==> src/rtl/lane_serializer.sv <==
// Two-lane LSB-first serializer with a one-symbol holding buffer for gapless streaming.
// Optional sticky overflow detection is built when LANE_SER_OVF_DET_EN is defined.
module lane_serializer (
  input  logic         enc_clk,
  input  logic         rst,
  input  logic         enable_ser,
  input  logic         new_sym,
  input  logic [1:0]   gen_speed,
  input  logic [131:0] lane_0_tx_enc_old,
  input  logic [131:0] lane_1_tx_enc_old,
  output logic         lane_0_tx_bit,
  output logic         lane_1_tx_bit,
  output logic         tx_valid,
  output logic         sym_start,
  output logic         hold_ready,
  output logic         ovf_err
);

  typedef enum logic {IDLE, SHIFT} state_t;

  state_t         state, state_nxt;
  logic [131:0]   hold_0, hold_1;
  logic [131:0]   shift_0, shift_1;
  logic [1:0]     hold_gen;
  logic           hold_full;
  logic [7:0]     bit_cnt;
  logic [7:0]     cur_last;
  logic           load, transfer, discard;

  function automatic logic [7:0] last_idx(input logic [1:0] gen);
    case (gen)
      2'd2:    last_idx = 8'd65;
      2'd1:    last_idx = 8'd131;
      default: last_idx = 8'd7;
    endcase
  endfunction

  always_ff @(posedge enc_clk) begin
    if (!rst || !enable_ser) state <= IDLE;
    else                     state <= state_nxt;
  end

  // A buffered reserved-length word is dropped rather than shifted.
  always_comb begin
    state_nxt = state;
    transfer  = 1'b0;
    discard   = 1'b0;
    load      = enable_ser & new_sym;
    case (state)
      IDLE: begin
        if (hold_full) begin
          if (hold_gen == 2'd3) begin
            discard = 1'b1;
          end else begin
            transfer  = 1'b1;
            state_nxt = SHIFT;
          end
        end
      end
      SHIFT: begin
        if (bit_cnt == 8'd0) begin
          if (hold_full && hold_gen != 2'd3) begin
            transfer = 1'b1;
          end else begin
            discard   = hold_full;
            state_nxt = IDLE;
          end
        end
      end
      default: state_nxt = IDLE;
    endcase
    tx_valid      = (state == SHIFT);
    lane_0_tx_bit = tx_valid & shift_0[0];
    lane_1_tx_bit = tx_valid & shift_1[0];
    sym_start     = tx_valid && (bit_cnt == cur_last);
    hold_ready    = ~hold_full;
  end

  // Control stage: buffer occupancy and bit counter
  always_ff @(posedge enc_clk) begin
    if (!rst || !enable_ser) begin
      hold_full <= 1'b0;
      bit_cnt   <= 8'd0;
      cur_last  <= 8'd0;
    end else begin
      if (load)                     hold_full <= 1'b1;
      else if (transfer || discard) hold_full <= 1'b0;
      if (transfer) begin
        bit_cnt  <= last_idx(hold_gen);
        cur_last <= last_idx(hold_gen);
      end else if (state == SHIFT && bit_cnt != 8'd0) begin
        bit_cnt <= bit_cnt - 8'd1;
      end
    end
  end

  // Data stage: transfer reads the old buffer before a same-edge load replaces it
  always_ff @(posedge enc_clk) begin
    if (load) begin
      hold_0   <= lane_0_tx_enc_old;
      hold_1   <= lane_1_tx_enc_old;
      hold_gen <= gen_speed;
    end
    if (transfer) begin
      shift_0 <= hold_0;
      shift_1 <= hold_1;
    end else if (state == SHIFT) begin
      shift_0 <= shift_0 >> 1;
      shift_1 <= shift_1 >> 1;
    end
  end

`ifdef LANE_SER_OVF_DET_EN
  always_ff @(posedge enc_clk) begin
    if (!rst)                                           ovf_err <= 1'b0;
    else if (load && hold_full && !(transfer || discard)) ovf_err <= 1'b1;
  end
`else
  assign ovf_err = 1'b0;
`endif

endmodule
==> config.mk <==
export PLATFORM = sky130hd
export DESIGN_NAME = lane_serializer
export DESIGN_NICKNAME = d
export VERILOG_FILES = /design/src/rtl/lane_serializer.sv
export SDC_FILE = /design/constraint.sdc
export NUM_CORES = 1
export LEC_CHECK = 0
export ABC_AREA = 1
export CAP_MARGIN = 20
export CELL_PAD_IN_SITES_DETAIL_PLACEMENT = 0
export CELL_PAD_IN_SITES_GLOBAL_PLACEMENT = 2
export CORE_MARGIN = 4
export CORE_UTILIZATION = 34
export CTS_CLUSTER_SIZE = 28
export DETAILED_ROUTE_END_ITERATION = 12
export PLACE_DENSITY = 0.76
export SLEW_MARGIN = 20
export SYNTH_ARGS = -nofsm -noshare
export SYNTH_HDL_FRONTEND = slang
export SYNTH_SLANG_ARGS = --single-unit
==> constraint.sdc <==
create_clock -name enc_clk -period 7.2 [get_ports enc_clk]
set_clock_uncertainty 0.2 [all_clocks]
set_input_delay 1.44 -clock enc_clk [delete_from_list [all_inputs] [get_ports enc_clk]]
set_output_delay 1.44 -clock enc_clk [all_outputs]
set_load 0.01 [all_outputs]
**After elaboration in Yosys (flattened, before gate mapping)**

Index checks and enable logic that the tools add are counted.

- Bits in registers: 548
- Output and inout bits: 6
- Logic and storage cells: 53

- Muxes and demuxes: 21
- Reduce and logical (&&, ||, !) cells: 12
- Equal/unequal tests: 5
- Add/subtract/negate cells: 1
- Bitwise operators: 5

Operators by type and width:

| cell | count |
|---|---|
| 132-bit 2-to-1 mux | 4 |
| 8-bit 2-to-1 mux | 2 |
| 8-bit case mux with 2 select lines | 1 |
| 1-bit 2-to-1 mux | 11 |
| 8-bit == test | 1 |
| 8-bit zero test | 1 |
| 8-bit nonzero test | 1 |
| 8-bit by 1-bit subtractor with 8-bit output (second input constant) | 1 |
| 1-bit case mux with 2 select lines | 3 |
| 2-bit nonzero test | 3 |
| 2-bit == test (second input constant) | 2 |
| 1-bit AND | 3 |
| 1-bit logical AND | 3 |
| 2-bit by 1-bit == test with 1-bit output (second input constant) | 1 |
| 1-bit zero test | 2 |
| 1-bit logical OR | 2 |
| 2-bit != test (second input constant) | 1 |
| 1-bit inverter | 2 |

**Depth between registers and ports, before layout**

- Word-level depth: 8
- Depth in mapped cells: 10
- Depth with buffers taken out: 9

**Worst setup path after synthesis**

No wires, ideal clock.

- Path kind: register to register
- Start point: register hold_gen[1]
- End point: register shift_0[0], enable pin
- Arrival: 6.569 ns
- Library setup time: 0.636 ns
- Period minus slack after synthesis: 7.405 ns
- Slack: -0.205 ns
- Buffers on the path: 0
- Stages on the path, launching flop included: 5
- Cells stage by stage: edfxtp_1 ha_1 nor2_1 inv_2 nand2_1

- Longest elaborated chain between the ends: 6
- Elaborated cells on any way between the ends: 9
- Those cells by class: eq/ne (2); mux (5); reduce/logical (2)

RTL lines:

| item | RTL line | text |
|---|---|---|
| start: declaration | 24 | `logic [1:0] hold_gen;` |
| start signal: assignment | 102 | `hold_gen <= gen_speed;` |
| 2-bit != test | 62 | `if (hold_full && hold_gen != 2'd3) begin` |
| 1-bit logical AND | 62 |  |
| 1-bit 2-to-1 mux | 62 |  |
| 1-bit 2-to-1 mux | 61 | `if (bit_cnt == 8'd0) begin` |
| 1-bit case mux with 2 select lines * | 49 | `case (state)` |
| 2-bit nonzero test (no line) * | -- |  |
| end signal: assignment | 105 | `shift_0 <= hold_0;` |
| end signal: assignment | 108 | `shift_0 <= shift_0 >> 1;` |
| end: declaration | 23 | `logic [131:0] shift_0, shift_1;` |

Every way passes the cells marked *; elsewhere a longest branch is shown, timed or not.
A chain may end at the register's enable or synchronous reset.

**Worst setup path after layout**

- Start point: register state (netlist: tx_valid)
- End point: output port sym_start

- Longest elaborated chain between the ends: 1

RTL lines:

| item | RTL line | text |
|---|---|---|
| start: declaration | 21 | `state_t state, state_nxt;` |
| start signal: assignment | 40 | `else state <= state_nxt;` |
| 1-bit logical AND | 75 | `sym_start = tx_valid && (bit_cnt == cur_last);` |
| end: declaration | 14 | `output logic sym_start,` |

No other way between the ends.

==> key figures <==
Critical path
  – CP delay by family, top: buffers and inverters
  – WP data required: 5.56 ns
  – Max stage delay on crit path: 0.58 ns
  – Crit-path cells: inv_1, nor4_1, nand3b_1, nor3_1, clkdlybuf4s50_1
  – Crit Path Max Fanout: 5
  – Reg2Reg Depth: 7
  – CP endpoint kind: output pin
  – WP data arrival: 2.32 ns
  – Worst setup SP type: register
  – Reg2Reg Setup Slack: 3.74 ns
  – Worst path bufs/invs: 2
  – CP Class: register to output pin
  – Crit path depth: 5
  – Slowest-stage cell, CP: clkdlybuf4s50_1

Layout
  – Share of cells above drive strength 1: 0.0514
  – Finished Layout Cells: 2620
  – Area delta synth->final: 25.9%
  – Fill count: 5405
  – Area of the multi-input gates: 3500 um^2
  – # nets final: 2074
  – Diode count: 0
  – Storage element area: 16200 um^2

Global route
  – Largest net degree at the start of global routing: 158
  – First-pass GRT wire length: 64.6 mm
  – Antenna violations before repair: 2
  – Vias in the first global route: 11900
  – Gr ovfl total: 0
  – GRT Overall Usage: 0.127

Die
  – Die area: 63300 um^2
  – Core area: 58900 um^2
  – IO Pins: 276
  – Row Count: 89
  – DIE WIDTH: 252 um
  – Initial Utilization: 0.342
  – Die Y: 252 um

STA
  – Max-slew violations: 0
  – Period minus WS final: 3.96 ns
  – Worst slew pin tran: 1.04 ns
  – Slew headroom: 0.307
  – Worst hold slack: 0.275 ns
  – Setup tns final: 0 ns
  – Final hold vios: 0
  – Final period util: 0.550
  – Final setup margin: 3.24 ns
  – Final setup fails: 0
  – Max Freq: 0.253 GHz
  – RSZ-0062 raised after global routing: no

Synthesis
  – Most numerous cell in the Yosys netlist: nand2_1
  – Sequential area share after synthesis: 0.804
  – Synth top cells by count: nand2_1 (812), edfxtp_1 (530), buf_4 (30)
  – Leading area contributor after synthesis: edfxtp_1
  – EDFF count, synth: 530
  – Mapped Avg Cell Area: 13.3 um^2
  – Synth Flop Type: edfxtp_1
  – Synth unique cells: 27
  – #FFs+latches synth: 545
  – Post-Syn Area: 20200 um^2
  – Post-synth ARST share: 0
  – Yosys warning total: 0
  – Syn_nets: 1793
  – Area contributors post-synth: edfxtp_1 (79%), nand2_1 (15%), dfxtp_1 (1.5%), buf_4 (1.1%), buf_2 (0.60%)
  – Yosys top cell area share: 0.789
  – Cells after Synth: 1518

Placed design
  – Hpwl dp: 24.1 mm
  – Placed Cells: 2512
  – Port Buf Inserts: 274
  – GPL Wtd Cong: 0.740
  – Pre-CTS WS: 3.74 ns

Run status
  – Status: complete, no violations

Clock network
  – CTS Buf Count: 58
  – Post-CTS sizing: 0
  – CTS tree: done
  – Clk slew on worst S/H paths: 0.06 ns
  – Post-CTS Setup Bufs: 0
  – Hold buffers post-CTS: 0
  – Htree depth: 2
  – Root buf cell: clkbuf_16
  – Clk Latency, worst-skew pair: 0.61 ns
  – Clk sinks: 545
  – Clock tree buffer depth: 3

Pwr
  – Reg power frac: 0.542
  – Maximum vdd drop: 189 uV
  – Comb pwr share: 0.054
  – Sw Share: 0.209
  – Power Density: 270 nW/um^2
  – NetSw: 1.43 mW
  – Pint: 5.42 mW
  – Clock power share: 0.404
  – Leakage: 9.56 nW

Hold path
  – Hold WC Path Type: register to register
  – Hold Path Stages: 2

Drt
  – DRC Markers: 0
  – Routed Antenna Nets: 0
  – Via density: 4.47
  – Routed WL: 41.2 mm
  – Pre-Repair DR Iteration Count: 5
  – Via count: 11700
  – Post-DR wirelength/cell: 15.7 um
  – Initial DRC count: 641

Flow run
  – Total of max-cap violations: 0
## final timing paths
kind	startpoint	to
min	cur_last[0]	cur_last[0]
max	tx_valid	sym_start
min reg2reg	cur_last[0]	cur_last[0]
max reg2reg	hold_gen[1]	cur_last[1]
## worst reg2reg max path: cells and delay by family (launching register included)
| kind | cells | cell delay [ns] |
|---|---|---|
| buf+inv | 2 | 0.70 |
| flops | 1 | 0.44 |
| fa+ha+maj | 1 | 0.21 |
| simple gates | 3 | 1.72 |
| compound gates | 1 | 0.12 |
## stage by stage
stage | utilization | total power, mW | instance area, um^2
after CTS | 0.431 | 6.98 | 25400
final | 0.431 | 6.86 | 25400
after global routing | 0.431 | 7.16 | 25400
after global placement | 0.401 | 4.15 | 23600
after floorplan | - | 3.95 | 20200
after detailed placement | 0.401 | 4.16 | 23600
## per-layer routing
metal	global-route usage	part of all wire	vias to the layer above
met5	0	0.00032	-
met4	0.0388	0.022	2
met3	0.0306	0.061	61
met2	0.191	0.45	284
met1	0.185	0.47	5668
li1	-	-	5692
## power by group through the flow
stage               Clock (mW)  Sequential, mW  Combinational [mW]
finish                    2.77            3.72               0.370
global route              3.01            3.73               0.414
CTS                       2.88            3.72               0.381
detailed placement           0            3.78               0.378
global placement             0            3.78               0.373
floorplan                    0            3.79               0.163
## cell families (layout without fill, tap and decap cells)
| kind of cell | count (synthesis) | in the layout | synth area share |
|---|---|---|---|
| AO/OA/AOI/OAI | 23 | 23 | 0.00676 |
| XOR/XNOR | 2 | 2 | 0.000869 |
| adder cells (fa/ha/maj) | 5 | 5 | 0.00310 |
| buffers and inverters | 88 | 417 | 0.0235 |
| flip-flops | 545 | 545 | 0.804 |
| other | 1 | 1 | 0.000186 |
| AND/OR/NAND/NOR | 854 | 854 | 0.162 |
## cells in the final DEF (no fill, tap or decap), types with 2 or more instances in the layout
master	count
o22ai_1	6
buf_4	3
nor2_2	2
dfxtp_1	15
clkbuf_8	2
clkbuf_16	58
buf_12	4
nand4_1	2
xor2_1	2
nand3_1	13
clkinv_2	10
a21oi_1	7
clkinvlp_4	4
clkdlybuf4s50_1	274
inv_1	24
edfxtp_1	530
clkinv_1	14
o21ai_0	8
inv_6	2
nor2_1	19
bufinv_16	2
inv_2	2
clkbuf_1	17
nand2_1	811
nand2_8	2
ha_1	5
## cell type report
class | count | area share
clock inverter | 31 | 0.00847
sequential | 545 | 0.638
inverter | 28 | 0.00429
timing repair buffer | 281 | 0.112
clock buffer | 77 | 0.0607
tap | 773 | 0.0381
multi-input combinational | 885 | 0.138
## flip-flops by register name, indices dropped and copies added, names as in the netlist
name / flops
hold_0: 132
bit_cnt: 8
hold_1: 132
hold_gen: 2
shift_0: 132
hold_full: 1
tx_valid: 1
cur_last: 5
shift_1: 132
Power figures use the tool's default switching activity.
